## src/rtl/kab_uart_tx.sv

```systemverilog
// kab_uart_tx: memory-mapped 8N1 serial transmitter with a byte FIFO.
// Ports: Clock/Reset (async, active-low); WrEn/RdEn/Address/WrData/RdData
// form the register bus (0 DATA, 1 STATUS, 2 CTRL, 3 reserved);
// TxD is the serial line (idle high); IntReq is the level drain interrupt.
module kab_uart_tx #(
    parameter int CLK_DIV    = 434,
    parameter int FIFO_DEPTH = 8
) (
    input  logic        Clock,
    input  logic        Reset,
    input  logic        WrEn,
    input  logic        RdEn,
    input  logic [1:0]  Address,
    input  logic [31:0] WrData,
    output logic [31:0] RdData,
    output logic        TxD,
    output logic        IntReq
);

    localparam int AW = (FIFO_DEPTH > 1) ? $clog2(FIFO_DEPTH) : 1;
    localparam int BW = (CLK_DIV > 1) ? $clog2(CLK_DIV) : 1;
    localparam logic [BW-1:0] BAUD_LOAD = BW'(CLK_DIV - 1);
    localparam logic [4:0]    DEPTH_C   = 5'(FIFO_DEPTH);

    localparam logic [1:0] ADDR_DATA   = 2'd0;
    localparam logic [1:0] ADDR_STATUS = 2'd1;
    localparam logic [1:0] ADDR_CTRL   = 2'd2;

    typedef enum logic [1:0] {
        S_IDLE,
        S_START,
        S_DATA,
        S_STOP
    } state_t;

    state_t        state_q, state_d;
    logic [BW-1:0] baud_q, baud_d;
    logic [7:0]    shift_q, shift_d;
    logic [2:0]    idx_q, idx_d;
    logic          tx_q, tx_d;

    logic [7:0]    mem [FIFO_DEPTH];
    logic [AW-1:0] wr_ptr, rd_ptr;
    logic [4:0]    count;
    logic          overflow;
    logic          int_en;

    logic          empty, full, busy;
    logic          push_req, push, pop, bit_end;
    logic [31:0]   status, rd_mux;
    logic          unused_wrdata;

    assign unused_wrdata = ^WrData[31:8];

    assign empty    = (count == '0);
    assign full     = (count == DEPTH_C);
    assign busy     = (state_q != S_IDLE);
    assign push_req = WrEn && (Address == ADDR_DATA);
    assign pop      = (state_q == S_IDLE) && !empty;
    // A full FIFO still takes a byte when the head leaves on the same edge.
    assign push     = push_req && (!full || pop);
    assign bit_end  = (baud_q == '0);

    assign status = {23'd0, count, overflow, busy, full, empty};
    assign TxD    = tx_q;

    // FIFO pointers and occupancy; pointers wrap naturally (power of two).
    always_ff @(posedge Clock or negedge Reset) begin
        if (!Reset) begin
            wr_ptr <= '0;
            rd_ptr <= '0;
            count  <= '0;
        end else begin
            if (push) wr_ptr <= wr_ptr + 1'b1;
            if (pop)  rd_ptr <= rd_ptr + 1'b1;
            if (push && !pop)      count <= count + 1'b1;
            else if (pop && !push) count <= count - 1'b1;
        end
    end

    always_ff @(posedge Clock) begin
        if (push) mem[wr_ptr] <= WrData[7:0];
    end

    // TX sequencer; tx_d is the line level for the current state, so the
    // registered TxD trails the state register by one cycle.
    always_comb begin
        state_d = state_q;
        baud_d  = baud_q;
        shift_d = shift_q;
        idx_d   = idx_q;
        tx_d    = 1'b1;
        unique case (state_q)
            S_IDLE: begin
                if (pop) begin
                    state_d = S_START;
                    shift_d = mem[rd_ptr];
                    baud_d  = BAUD_LOAD;
                    idx_d   = '0;
                end
            end
            S_START: begin
                tx_d = 1'b0;
                if (bit_end) begin
                    baud_d  = BAUD_LOAD;
                    idx_d   = '0;
                    state_d = S_DATA;
                end else begin
                    baud_d = baud_q - 1'b1;
                end
            end
            S_DATA: begin
                tx_d = shift_q[0];
                if (bit_end) begin
                    baud_d  = BAUD_LOAD;
                    shift_d = {1'b0, shift_q[7:1]};
                    idx_d   = idx_q + 1'b1;
                    if (idx_q == 3'd7) state_d = S_STOP;
                end else begin
                    baud_d = baud_q - 1'b1;
                end
            end
            S_STOP: begin
                tx_d = 1'b1;
                if (bit_end) begin
                    baud_d  = BAUD_LOAD;
                    state_d = S_IDLE;
                end else begin
                    baud_d = baud_q - 1'b1;
                end
            end
            default: state_d = S_IDLE;
        endcase
    end

    always_ff @(posedge Clock or negedge Reset) begin
        if (!Reset) begin
            state_q <= S_IDLE;
            baud_q  <= '0;
            shift_q <= '0;
            idx_q   <= '0;
            tx_q    <= 1'b1;
        end else begin
            state_q <= state_d;
            baud_q  <= baud_d;
            shift_q <= shift_d;
            idx_q   <= idx_d;
            tx_q    <= tx_d;
        end
    end

    always_comb begin
        rd_mux = '0;
        case (Address)
            ADDR_STATUS: rd_mux = status;
            ADDR_CTRL:   rd_mux = {31'd0, int_en};
            default:     rd_mux = '0;
        endcase
    end

    // Register side; an overflow in the same cycle as a STATUS read stays
    // set because the read already returned the pre-write value.
    always_ff @(posedge Clock or negedge Reset) begin
        if (!Reset) begin
            RdData   <= '0;
            overflow <= 1'b0;
            int_en   <= 1'b0;
            IntReq   <= 1'b0;
        end else begin
            if (RdEn) RdData <= rd_mux;
            if (RdEn && (Address == ADDR_STATUS)) overflow <= 1'b0;
            if (push_req && full && !pop) overflow <= 1'b1;
            if (WrEn && (Address == ADDR_CTRL)) int_en <= WrData[0];
            IntReq <= int_en & empty & ~busy;
        end
    end

endmodule

```

## config.mk

```make
export PLATFORM = sky130hd
export DESIGN_NAME = kab_uart_tx
export DESIGN_NICKNAME = d
export VERILOG_FILES = /design/src/rtl/kab_uart_tx.sv
export SDC_FILE = /design/constraint.sdc
export NUM_CORES = 1
export LEC_CHECK = 0
export ABC_AREA = 1
export CORE_MARGIN = 1
export CORE_UTILIZATION = 45
export CTS_CLUSTER_SIZE = 12
export DETAILED_ROUTE_END_ITERATION = 10
export PLACE_DENSITY = 0.79
export SYNTH_ARGS = -nofsm -noshare
export SYNTH_HDL_FRONTEND = slang
export SYNTH_SLANG_ARGS = --single-unit
```

## constraint.sdc

```tcl
create_clock -name Clock -period 5.05 [get_ports Clock]
set_clock_uncertainty 0.05 [all_clocks]
set_input_delay 0.505 -clock Clock [delete_from_list [all_inputs] [get_ports Clock]]
set_output_delay 0.505 -clock Clock [all_outputs]
set_load 0.02 [all_outputs]
```

==> metrics <==
Vias/cell 5.14; fill count 935; Power Total 3150 uW; post-CTS sizing 0; CTS sink cnt 110; overall die area 12000 sq um; crit-path max FO 8; crit-path cells inv_1 > ha_1 > nor2_2 > nor2_4 > ha_1 > inv_1 > ha_1 > a21oi_1 > o21ai_0 > a21oi_1 > o21ai_0 > nand2_1 > nand2_1; Fmax achieved 0.355 GHz; first-pass iteration count of the detailed router 5; Routed WL 9500 um; Startpoint Class register; DRT iter0 DRCs 195; critical path's slowest cell dfrtp_1; Max VDD drop 0.282 mV; DIE WIDTH 110 um; Final Cycle Share 55.7%; Vias 3482; Final min period 2.81 ns; Syn Inst Count 514; internal reg-to-reg setup slack 2.24 ns; core area 11100 sq um; Fin Setup TNS 0 ns; Rel. slew slack 32.8%; first-pass GRT wire length 16100 um; Crit Path Class reg -> reg; Critical path origin state_q[0]$_DFFE_PN0P_; critical path arrival 3.00 ns; gr usage total 17.8%; top_reg_cell synth edfxtp_1; Buf/Inv on CP 2; total setup buffers inserted after CTS 0; Area Overhead vs Synth 10.6%; Die Ht 110 um; post-route cell area 5760 sq um; Cell Rows 38; Cell Area, Synth 5210 sq um; DRC violations left 0; placed instance count 661; HPWL after DPL 6280 um; highest-count cells in the layout ignoring fill and taps nand2_1 (130), nand3_1 (64), edfxtp_1 (64); Max-cap violations 0; Final Max Slew Viols 0; TritonCTS Buffers 9; worst reg2reg path startpoint state_q[0]$_DFFE_PN0P_; status finished clean; clk_lat worst skew 0.35 ns; WL per Instance 14.0 um; crit end category register; pwr dens 546 nW/um^2; Final Hold Fails 0; number of global-route vias before repair 3415; Max stage delay on crit path 0.42 ns; CTS H-tree depth 3; clock root cell clkbuf_16; register bit count reported by yosys 110; CTS tree built; cell mode on critical path ha_1; largest net degree at the start of global routing 47; Post-CTS Hold Buffers 0; Netlist cell types 36; pin slew with the least headroom to its limit 1.01 ns; clk buf depth 2; commonest non-fill, non-tap cell in the layout nand2_1; post-layout util 52.0%; Mapped Avg Cell Area 10.1 sq um; Starting Density 47.0%; fin nets 589; FFs w/ async S/R, synth 41.8%; DP Area 5450 sq um; critical path data required time 5.23 ns; Post-synth EDFFs 64; family with the most delay on the worst path adder cells; Final Non-Filler Cells 677; yosys warns 0; initial antenna violation count 0; layout cells sized above 1 9.68%; Port Buffers 24; # setup viols final 0; Leak Pwr 0.00244 uW; post-route ant nets 0; worst hold path class in -> async; n_diodes 0; GRT overflow 0; gpl congestion 0.826; I/O pins 72; register area share after synthesis 59.0%; Worst-path clk slew 0.08 ns; RSZ-0062 raised after global routing false
-- through the flow --
| step | setup slack [ns] | hold slack [ns] |
|---|---|---|
| final | 2.24 | 0.266 |
| after global routing | 1.97 | 0.376 |
| after CTS | 2.26 | 0.313 |
| after detailed placement | 2.04 | 0.410 |
| after global placement | 2.12 | 0.405 |
| after floorplan | 2.69 | 0.159 |
-- state kept, by name, summed over array words and instances (netlist names) --
register	flops
mem	64
RdData	9
baud_q	9
shift_q	8
count	5
idx_q	3
rd_ptr	3
wr_ptr	3
state_q	2
IntReq	1
TxD	1
int_en	1
overflow	1
-- cell families after synthesis --
family / count (synthesis) / synth area share, %
compound gates: 39 / 4.32
xor+xnor: 6 / 1.01
fa+ha+maj: 19 / 4.71
buf+inv: 82 / 7.95
flops: 110 / 59.0
other cells: 1 / 0.0720
simple gates: 257 / 22.9
-- where the power goes --
part / internal (uW) / switching (uW) / total (uW)
clock: 399 / 338 / 737
combinational: 409 / 748 / 1160
sequential: 1110 / 143 / 1250
total: 1920 / 1230 / 3150
-- routing by layer --
layer	vias up	global-route usage, %	wire, um
met4	0	7.24	134
li1	1719	-	-
met5	-	0	0
met3	10	4.15	553
met2	100	30.3	4810
met1	1653	22.0	4000
-- synth_stat cells (all sizes together) (2+ instances only) --
cell type,number,area [sq um]
nand2,133,507
nand3,66,348
edfxtp,64,1920
dfrtp,45,1130
inv,41,154
buf,37,245
nor2,31,156
o21ai,20,100
ha,18,225
nand4,14,103
or2,10,65.1
a21oi,8,51.3
o22ai,8,50.1
xor2,5,43.8
clkbuf,3,11.3
nor3,2,10.0
-- cell type report --
class | instances | area [sq um] | share of cell area (%)
flip-flops and latches | 110 | 3070 | 53.3
multi-input cells | 344 | 1800 | 31.3
repair buffers | 25 | 243 | 4.21
clock buffers | 10 | 229 | 3.97
well taps | 140 | 175 | 3.04
inverters | 42 | 158 | 2.73
clock inverters | 6 | 81.3 | 1.41
-- final timing paths --
path                                          end  cells after the start
max in group asynchronous    count[2]$_DFFE_PN0P_                      1
setup / recovery             count[4]$_DFFE_PN0P_                     13
hold / removal              baud_q[7]$_DFFE_PN0P_                      1
min in group Clock         shift_q[7]$_DFFE_PN0P_                      2
setup reg to reg             count[4]$_DFFE_PN0P_                     13
hold reg to reg            shift_q[7]$_DFFE_PN0P_                      2
Note: power is estimated with default switching activity, not from simulation.
